<file path="src/rtl/acorn128_pkg.sv">
// Shared types and constants for the ACORN-128 (v3) datapaths.
// Phase enum, step-count constants and the boolean helpers used by the state update.
package acorn128_pkg;

  localparam int STATE_W      = 293;
  localparam int MSG_BITS     = 128;
  localparam int INIT_STEPS   = 1792;
  localparam int KEY_IV_STEPS = 256;
  localparam int PAD_STEPS    = 256;
  localparam int FINAL_STEPS  = 768;
  localparam int TAG_START    = FINAL_STEPS - MSG_BITS;
  localparam int CNT_W        = 11;
  localparam int IDX_W        = $clog2(MSG_BITS);

  typedef enum logic [2:0] {
    IDLE,
    INIT,
    AD,
    AD_PAD,
    CT,
    CT_PAD,
    FINAL,
    DONE
  } phase_t;

  function automatic logic maj(input logic x, input logic y, input logic z);
    return (x & y) ^ (x & z) ^ (y & z);
  endfunction

  function automatic logic ch(input logic x, input logic y, input logic z);
    return (x & y) ^ (~x & z);
  endfunction

endpackage

</file>
<file path="src/rtl/acorn128_step.sv">
// One combinational ACORN-128 state step: feedback-register mixing, keystream bit and shift.
// Keystream does not depend on m, so callers may derive m from ks without a loop.
module acorn128_step
  import acorn128_pkg::*;
(
  input  logic [STATE_W-1:0] s,
  input  logic               m,
  input  logic               ca,
  input  logic               cb,
  output logic [STATE_W-1:0] s_next,
  output logic               ks
);

  logic [STATE_W-1:0] t;
  logic               f;

  always_comb begin
    t      = s;
    t[290] = s[290] ^ s[235] ^ s[230];
    t[228] = s[228] ^ s[196] ^ s[193];
    t[192] = s[192] ^ s[160] ^ s[154];
    t[153] = s[153] ^ s[111] ^ s[107];
    t[106] = s[106] ^ s[66]  ^ s[61];
    t[60]  = s[60]  ^ s[23]  ^ s[0];
  end

  assign ks     = t[12] ^ t[154] ^ maj(t[235], t[61], t[193]) ^ ch(t[230], t[111], t[66]);
  assign f      = t[0] ^ ~t[107] ^ maj(t[244], t[23], t[160]) ^ (ca & t[196]) ^ (cb & ks);
  assign s_next = {f ^ m, t[STATE_W-1:1]};

endmodule

</file>
<file path="src/rtl/acorn128_decrypt.sv">
// ACORN-128 authenticated decryption: FSM, step counter, latched inputs, plaintext/tag shift registers.
// Define ACORN_RELEASE_UNVERIFIED_EN to release plaintext_out even when the tag check fails.
module acorn128_decrypt
  import acorn128_pkg::*;
(
  input  logic                clk,
  input  logic                rst,
  input  logic                start_in,
  input  logic [MSG_BITS-1:0] key_in,
  input  logic [MSG_BITS-1:0] iv_in,
  input  logic [MSG_BITS-1:0] associated_data_in,
  input  logic [MSG_BITS-1:0] ciphertext_in,
  input  logic [MSG_BITS-1:0] tag_in,
  output logic [MSG_BITS-1:0] plaintext_out,
  output logic [MSG_BITS-1:0] tag_out,
  output logic                busy_out,
  output logic                done_out,
  output logic                auth_ok_out
);

  phase_t              phase, phase_nxt;
  logic [CNT_W-1:0]    cnt;
  logic [IDX_W-1:0]    idx;
  logic [STATE_W-1:0]  state, state_nxt;
  logic [MSG_BITS-1:0] key_r, iv_r, ad_r, ct_r, tag_exp_r, pt_sr;
  logic [MSG_BITS-2:0] tag_sr;
  logic [MSG_BITS-1:0] tag_final;
  logic                m, ca, cb, ks, p;
  logic                last_step, accept, stepping, tag_match;

  assign idx       = cnt[IDX_W-1:0];
  assign accept    = (phase == IDLE) && start_in;
  assign stepping  = (phase != IDLE) && (phase != DONE);
  assign p         = ct_r[idx] ^ ks;
  assign tag_final = {ks, tag_sr};
  assign tag_match = (tag_final == tag_exp_r);

  acorn128_step u_step (
    .s      (state),
    .m      (m),
    .ca     (ca),
    .cb     (cb),
    .s_next (state_nxt),
    .ks     (ks)
  );

  always_ff @(posedge clk) begin
    if (rst) phase <= IDLE;
    else     phase <= phase_nxt;
  end

  always_comb begin
    phase_nxt = phase;
    last_step = 1'b0;
    m         = 1'b0;
    ca        = 1'b1;
    cb        = 1'b1;
    case (phase)
      IDLE: if (start_in) phase_nxt = INIT;
      INIT: begin
        // key, then IV, then key repeated with a single domain bit flipped on its first bit
        m = ((cnt[CNT_W-1:IDX_W] == (CNT_W-IDX_W)'(1)) ? iv_r[idx] : key_r[idx])
            ^ (cnt == CNT_W'(KEY_IV_STEPS));
        last_step = (cnt == CNT_W'(INIT_STEPS - 1));
        if (last_step) phase_nxt = AD;
      end
      AD: begin
        m         = ad_r[idx];
        last_step = (cnt == CNT_W'(MSG_BITS - 1));
        if (last_step) phase_nxt = AD_PAD;
      end
      AD_PAD: begin
        m         = (cnt == '0);
        ca        = (cnt < CNT_W'(MSG_BITS));
        last_step = (cnt == CNT_W'(PAD_STEPS - 1));
        if (last_step) phase_nxt = CT;
      end
      CT: begin
        m         = p;
        cb        = 1'b0;
        last_step = (cnt == CNT_W'(MSG_BITS - 1));
        if (last_step) phase_nxt = CT_PAD;
      end
      CT_PAD: begin
        m         = (cnt == '0);
        ca        = (cnt < CNT_W'(MSG_BITS));
        cb        = 1'b0;
        last_step = (cnt == CNT_W'(PAD_STEPS - 1));
        if (last_step) phase_nxt = FINAL;
      end
      FINAL: begin
        last_step = (cnt == CNT_W'(FINAL_STEPS - 1));
        if (last_step) phase_nxt = DONE;
      end
      DONE:    phase_nxt = IDLE;
      default: phase_nxt = IDLE;
    endcase
  end

  always_ff @(posedge clk) begin
    if (rst || last_step || !stepping) cnt <= '0;
    else                               cnt <= cnt + CNT_W'(1);
  end

  // Results are registered on the last FINAL step so they are valid during the DONE cycle.
  always_ff @(posedge clk) begin
    if (rst) begin
      state         <= '0;
      key_r         <= '0;
      iv_r          <= '0;
      ad_r          <= '0;
      ct_r          <= '0;
      tag_exp_r     <= '0;
      pt_sr         <= '0;
      tag_sr        <= '0;
      plaintext_out <= '0;
      tag_out       <= '0;
      busy_out      <= 1'b0;
      done_out      <= 1'b0;
      auth_ok_out   <= 1'b0;
    end else if (accept) begin
      state         <= '0;
      key_r         <= key_in;
      iv_r          <= iv_in;
      ad_r          <= associated_data_in;
      ct_r          <= ciphertext_in;
      tag_exp_r     <= tag_in;
      pt_sr         <= '0;
      tag_sr        <= '0;
      plaintext_out <= '0;
      tag_out       <= '0;
      busy_out      <= 1'b1;
      done_out      <= 1'b0;
      auth_ok_out   <= 1'b0;
    end else begin
      done_out <= 1'b0;
      if (stepping) state <= state_nxt;
      if (phase == CT) pt_sr <= {p, pt_sr[MSG_BITS-1:1]};
      if (phase == FINAL && cnt >= CNT_W'(TAG_START)) tag_sr <= {ks, tag_sr[MSG_BITS-2:1]};
      if (phase == FINAL && last_step) begin
        done_out    <= 1'b1;
        busy_out    <= 1'b0;
        tag_out     <= tag_final;
        auth_ok_out <= tag_match;
`ifdef ACORN_RELEASE_UNVERIFIED_EN
        plaintext_out <= pt_sr;
`else
        plaintext_out <= tag_match ? pt_sr : '0;
`endif
      end
    end
  end

endmodule

</file>
<file path="config.mk">
export PLATFORM = sky130hd
export DESIGN_NAME = acorn128_decrypt
export DESIGN_NICKNAME = d
export VERILOG_FILES = /design/src/rtl/acorn128_pkg.sv /design/src/rtl/acorn128_step.sv /design/src/rtl/acorn128_decrypt.sv
export SDC_FILE = /design/constraint.sdc
export NUM_CORES = 2
export LEC_CHECK = 0
export ABC_AREA = 1
export CAP_MARGIN = 40
export CORE_MARGIN = 8
export CORE_UTILIZATION = 45
export DETAILED_ROUTE_END_ITERATION = 8
export PLACE_DENSITY = 0.69
export RECOVER_POWER = 50
export SYNTH_ARGS = -nofsm -noshare
export SYNTH_HDL_FRONTEND = slang
export SYNTH_SLANG_ARGS = --single-unit
</file>
<file path="constraint.sdc">
create_clock -name clk -period 2.35 [get_ports clk]
set_input_delay 0.235 -clock clk [delete_from_list [all_inputs] [get_ports clk]]
set_output_delay 0.235 -clock clk [all_outputs]
set_load 0.01 [all_outputs]
</file>
After elaboration in Yosys (flattened, before gate mapping)
Index checks and enable logic that the tools add are counted.
{"block": "word_totals", "register_bits": 1461, "input_bits": 643, "word_cells": 121}
{"block": "classes", "n_reduce_logical": 16, "n_eq_ne": 22, "add_sub_neg": 1, "mux": 25, "n_lt_le_gt_ge": 3, "bitwise": 39}
{"op": "equality test 128 bit", "count": 1}
{"op": "two-way mux 128 bit", "count": 1}
{"op": "binary-select mux 1 bit (select 7 bit)", "count": 4}
{"op": "bitwise XOR 1 bit", "count": 27}
{"op": "one-hot mux 3 bit (8 select lines)", "count": 1}
{"op": "two-way mux 3 bit", "count": 7}
{"op": "inequality test 2 bit, second input constant", "count": 7}
{"op": "equality test 3 bit, second input constant", "count": 4}
{"op": "adder 11 x 1 -> 11 bit, second input constant", "count": 1}
{"op": "equality test 11 x 10 -> 1 bit, second input constant", "count": 1}
{"op": "equality test 11 bit, second input constant", "count": 1}
{"op": "equality test 11 x 7 -> 1 bit, second input constant", "count": 1}
{"op": "equality test 11 x 8 -> 1 bit, second input constant", "count": 1}
{"op": "equality test 11 x 9 -> 1 bit, second input constant", "count": 1}
{"op": ">= comparator 11 x 10 -> 1 bit, second input constant", "count": 1}
{"op": "zero test 11 bit", "count": 1}
{"op": "< comparator 11 x 8 -> 1 bit, second input constant", "count": 1}
{"op": "bitwise AND 1 bit", "count": 10}
{"op": "two-way mux 1 bit", "count": 10}
{"op": "< comparator 7 x 8 -> 1 bit, second input constant", "count": 1}
{"op": "one-hot mux 1 bit (4 select lines)", "count": 2}
{"op": "OR reduction 2 bit", "count": 4}
{"op": "AND reduction 7 bit", "count": 1}
{"op": "equality test 3 x 2 -> 1 bit, second input constant", "count": 2}
{"op": "10 further kinds", "count": 15}

Depth between registers and ports, before layout
{"block": "logic_depth", "word_depth": 8, "depth_mapped": 24, "ltp_nobuf": 22}

Cells and area by module
A second synthesis with hierarchy kept.
{"block": "hier_totals", "cells_unflattened": 7975, "hier_area_um2": 59329.4}
{"mod": "acorn128_decrypt", "area_each_um2": 56802.0, "n_inst": 1, "cells_per_inst": 7612}
{"mod": "acorn128_step", "area_each_um2": 2527.4, "n_inst": 1, "cells_per_inst": 363}

Least setup slack after synthesis
Ideal clock, no wire load.
{"block": "synth_path", "path_kind": "register -> register", "startpoint": "register cnt[0]", "endpoint": "register state[292]", "n_path_buf": 4, "arrival_ns": 1.981, "setup_slack_ns": 0.252, "required_time_ns": 2.233, "stages_incl_launch_ff": 16, "cell_sequence": "dfxtp_1 buf_4 inv_4 buf_4 buf_2 buf_2 ha_1 nand3_1 nor4_1 nand3_1 nand3_1 nand3_1 nand3_1 nand2_1 nor2_1 nor2_1"}
{"block": "synth_via", "elab_chain_len": 6}
{"item": "start: declaration", "line": "acorn128_decrypt.sv:22", "text": "logic [CNT_W-1:0] cnt;"}
{"item": "start signal: assignment", "line": "acorn128_decrypt.sv:102", "text": "else cnt <= cnt + CNT_W'(1);"}
{"item": "binary-select mux 1 bit (select 7 bit) or < comparator 11 x 8 -> 1 bit (tied branches)", "line": "acorn128_decrypt.sv:62, acorn128_decrypt.sv:74, acorn128_decrypt.sv:86"}
{"item": "two-way mux 1 bit (on tied branches)"}
{"item": "two-way mux 1 bit or bitwise AND 1 bit (tied branches)", "line": "acorn128_decrypt.sv:62, acorn128_step.sv:28"}
{"item": "bitwise XOR 1 bit (on tied branches)", "line": "acorn128_decrypt.sv:63, acorn128_step.sv:28"}
{"item": "one-hot mux 1 bit (4 select lines) or bitwise XOR 1 bit (tied branches)", "line": "acorn128_decrypt.sv:58, acorn128_step.sv:28"}
{"item": "bitwise XOR 1 bit *", "line": "acorn128_step.sv:29", "text": "assign s_next = {f ^ m, t[STATE_W-1:1]};"}
{"item": "end signal: assignment", "line": "acorn128_decrypt.sv:137", "text": "if (stepping) state <= state_nxt;"}
{"item": "end: declaration", "line": "acorn128_decrypt.sv:24", "text": "logic [STATE_W-1:0] state, state_nxt;"}
Every way passes the cells marked *; elsewhere a longest branch is shown, timed or not. The select of a mux whose other input is x is not followed.
A chain may end at the register's enable or synchronous reset.

Worst setup path in the final report
{"block": "layout_path", "startpoint": "register tag_sr[56]", "endpoint": "register plaintext_out[119]"}
{"block": "layout_via", "elab_chain_len": 2}
{"item": "start: declaration", "line": "acorn128_decrypt.sv:26", "text": "logic [MSG_BITS-2:0] tag_sr;"}
{"item": "start signal: assignment", "line": "acorn128_decrypt.sv:139", "text": "if (phase == FINAL && cnt >= CNT_W'(TAG_START)) tag_sr <= {ks, tag_sr[MSG_BITS-2:1]};"}
{"item": "equality test 128 bit", "line": "acorn128_decrypt.sv:36", "text": "assign tag_match = (tag_final == tag_exp_r);"}
{"item": "two-way mux 128 bit", "line": "acorn128_decrypt.sv:148", "text": "plaintext_out <= tag_match ? pt_sr : '0;"}
{"item": "end signal: assignment", "line": "acorn128_decrypt.sv:148"}
{"item": "end: declaration", "line": "acorn128_decrypt.sv:14", "text": "output logic [MSG_BITS-1:0] plaintext_out,"}
Every way passes these cells.

==> results.py <==
metrics = {
    "outcome": {
        "result_of_the_run": "finished, violations left",
        "violations": "negative setup slack",
    },
    "floorplanning": {
        "die_boundary_width_um": 375,
        "core-area_um2": 128000,
        "num_io_pins": 902,
        "die-area_um2": 140000,
        "die-height_um": 375,
        "initial_core_util_pct": 45.3,
        "placementRows": 131,
    },
    "power": {
        "p_leak_nw": 30.1,
        "power.density_nw_per_um2": 1000,
        "worst_ir_drop_vdd_mv": 0.802,
    },
    "synthesis": {
        "synth-seq-area-share_pct": 50.5,
        "synth_area_leader_cell": "dfxtp_1",
        "share_of_the_synthesized_area_in_the_top_cell_type_pct": 50.5,
        "syn-num-nets": 8273,
        "dominantRegCellSynth": "dfxtp_1",
        "synth.area.top_cells": "dfxtp_1 (51%), a21oi_1 (11%), nand2_1 (8.9%), o21ai_0 (8.7%), inv_1 (4.4%)",
        "synth_enable_flop_cells": 0,
        "ys_ff_latch": 1461,
        "netlist_area_um2": 57900,
        "post_synth_inst_count": 7628,
        "synthDistinctLibCells": 38,
        "syn_area_cell_um2": 7.59,
        "yosysWarningCount": 0,
        "asyncSetResetFlopFracSynth_pct": 0,
    },
    "grt": {
        "grt_pass1_vias": 52000,
        "antenna_found_initial": 30,
        "groute.usage.overall_pct": 27.4,
        "grt_max_degree": 130,
        "grt-ovfl-total": 0,
        "grt_pass1_wl_um": 306000,
    },
    "finish": {
        "postLayoutCellArea_um2": 78300,
        "drive_gt1_share_pct": 12.9,
        "final.fill_count": 11000,
        "commonest_cells_after_routing_fill_and_taps_aside": "dfxtp_1 (1448), nand2_1 (1329), a21oi_1 (1193)",
        "flow.area_growth_from_synthesis_pct": 35.3,
        "final_common_cell": "dfxtp_1",
        "utilization_pct": 61.3,
        "nNetsFinal": 9191,
    },
    "timing": {
        "grt_setup_unrepaired": "true",
        "worst_slew_pin_slew_ns": 0.669,
        "fmax_mhz": 368,
        "min_period_ns": 2.72,
        "setup-violations-final": 259,
        "timing.final.ws_setup_ns": -0.369,
        "period_share_pct": 116,
        "final_max_slew_viol_count": 0,
        "final.setup_skew_ns": 0.0283,
        "final-hold-violation-count": 0,
        "timing.max_slew.rel_slack_pct": 55.4,
        "fin_setup_tns_ns": -43.90,
        "finalHoldWorstSlack_ns": 0.0939,
    },
    "clocking": {
        "tritoncts_clock_tree": "yes",
        "clock_latency_ns": 0.77,
        "cts.sinks": 1461,
        "htree_levels": 4,
        "ctsLongestPathBuffers": 3,
        "numCtsBuffers": 154,
        "clk_transition_reported_paths_ns": 0.06,
        "cts_hold_buf": 0,
        "cts_root_buf": "clkbuf_16",
    },
    "place": {
        "dpl_cell_area_um2": 70700,
        "post-dp-hpwl_um": 146000,
        "finalWeightedCongestion": 0.956,
        "port_buffers": 901,
        "preCtsSetupSlack_ns": -0.533,
    },
    "worst_setup_path": {
        "worst_ep_arrival_time_ns": 3.41,
        "critPathRequiredTime_ns": 3.04,
        "worst_setup_path_end_kind": "register",
        "cp-start-kind": "register",
        "timing.setup.critical_path_class": "reg -> reg",
        "maximum_fanout_encountered_on_the_critical_timing_path": 8,
    },
    "detailed_routing": {
        "remaining_drc_errors": 0,
        "via_count": 55300,
        "detailed_routing_iteration_count_for_the_pre_antenna_repair_pass": 8,
        "ant_nets": 0,
        "detail_route.wirelength_um": 209000,
        "post_drt_via_cell_ratio": 5.34,
        "route.detailed.wl_per_inst_um": 20.2,
        "drt_first_iter_violations": 5030,
    },
    "run": {
        "drv_cap": 0,
    },
    "hold_path": {
        "hp-class": "in -> reg",
    },
}
[cell usage after synthesis, types with 11 or more instances]
| library cell | n |
|---|---|
| a21oi_2 | 100 |
| a21oi_1 | 1226 |
| buf_12 | 11 |
| o21ai_1 | 15 |
| o21ai_0 | 1009 |
| dfxtp_1 | 1461 |
| nor4_1 | 16 |
| xor2_1 | 63 |
| o211ai_1 | 68 |
| nand2_2 | 104 |
| xnor2_1 | 87 |
| inv_1 | 679 |
| nor2_1 | 562 |
| nand4_1 | 19 |
| nand3_1 | 224 |
| nand2_1 | 1370 |
| buf_4 | 12 |
| clkbuf_1 | 442 |
| buf_1 | 19 |
| buf_2 | 93 |
[cell families (layout without fill, tap and decap cells)]
kind of cell	Yosys count	in the layout	share of synthesized area [%]
other	0	30	0
buffers and inverters	1270	2307	8.88
XOR/XNOR	150	150	2.27
AO/OA/AOI/OAI	2426	2426	22.0
adder cells (fa/ha/maj)	3	3	0.0605
flip-flops	1461	1461	50.5
AND/OR/NAND/NOR	2318	2318	16.3
[critical path, stage by stage, from the launching register on]
cell and delay, ns:
dfxtp_2 0.38, xnor2_2 0.12, nand4_1 0.24, nor4_4 0.46, buf_4 0.18, nand4_1 0.14
a21oi_2 0.17, nand2_2 0.10, nor2_4 0.14, buf_12 0.15, clkbuf_16 0.20, buf_12 0.16
nand2_4 0.05, a21oi_2 0.14
[worst paths after layout]
path | start | endpoint | slack, ns | cells past startpoint
setup / recovery | tag_sr[56]$_SDFFE_PP0P_ | plaintext_out[119]$_SDFFE_PP0P_ | -0.37 | 13
hold / removal | associated_data_in[85] | ad_r[85]$_SDFFE_PP0P_ | 0.09 | 3
setup reg to reg | tag_sr[56]$_SDFFE_PP0P_ | plaintext_out[119]$_SDFFE_PP0P_ | -0.37 | 13
hold reg to reg | iv_r[68]$_SDFFE_PP0P_ | iv_r[68]$_SDFFE_PP0P_ | 0.44 | 2
[flip-flops by register name, summed over array words and instances (netlist names), 3 cells and up]
signal,flops
state,293
phase,3
iv_r,128
tag_sr,127
ct_r,128
cnt,11
tag_out,128
tag_exp_r,128
plaintext_out,128
key_r,128
ad_r,128
pt_sr,128
[routing by layer]
| layer | routed length (µm) | vias to the layer above | GRT usage (%) |
|---|---|---|---|
| li1 | - | 26600 | - |
| met1 | 82700 | 26100 | 33.5 |
| met2 | 97500 | 2047 | 44.7 |
| met3 | 16800 | 520 | 6.37 |
| met4 | 12300 | 0 | 15.0 |
| met5 | 0 | - | 0 |
[through the flow]
stage	power, W	cells
after detailed placement	0.0524	9989
after global routing	0.0823	10300
after CTS	0.0782	10300
after global placement	0.0520	9989
final	0.0783	10400
after floorplan	0.0437	7628
[repair_timing]
item	4_1_cts	5_1_grt
pin swaps	14	112
resized for setup	65	317
gates cloned	6	36
buffers inserted	9	15
endpoints found under the setup margin	252	261
[where the power goes]
group | leakage [nW] | internal (W) | switching, W
combinational | 15.6 | 0.00863 | 0.0144
sequential | 11.9 | 0.0282 | 0.00170
clock | 2.63 | 0.0152 | 0.0102
total | 30.1 | 0.0520 | 0.0263
[final cells by class]
class	instances	area, µm²	area share (%)
Clock inverter	64	816	1.04
Multi-Input combinational cell	4897	24400	31.2
Tap cell	1662	2080	2.66
Sequential cell	1461	29300	37.4
Inverter	689	2630	3.35
Clock buffer	211	4460	5.70
Antenna cell	30	75.1	0.0959
Timing Repair Buffer	1343	14500	18.6
Note: power is estimated with default switching activity, not from simulation.
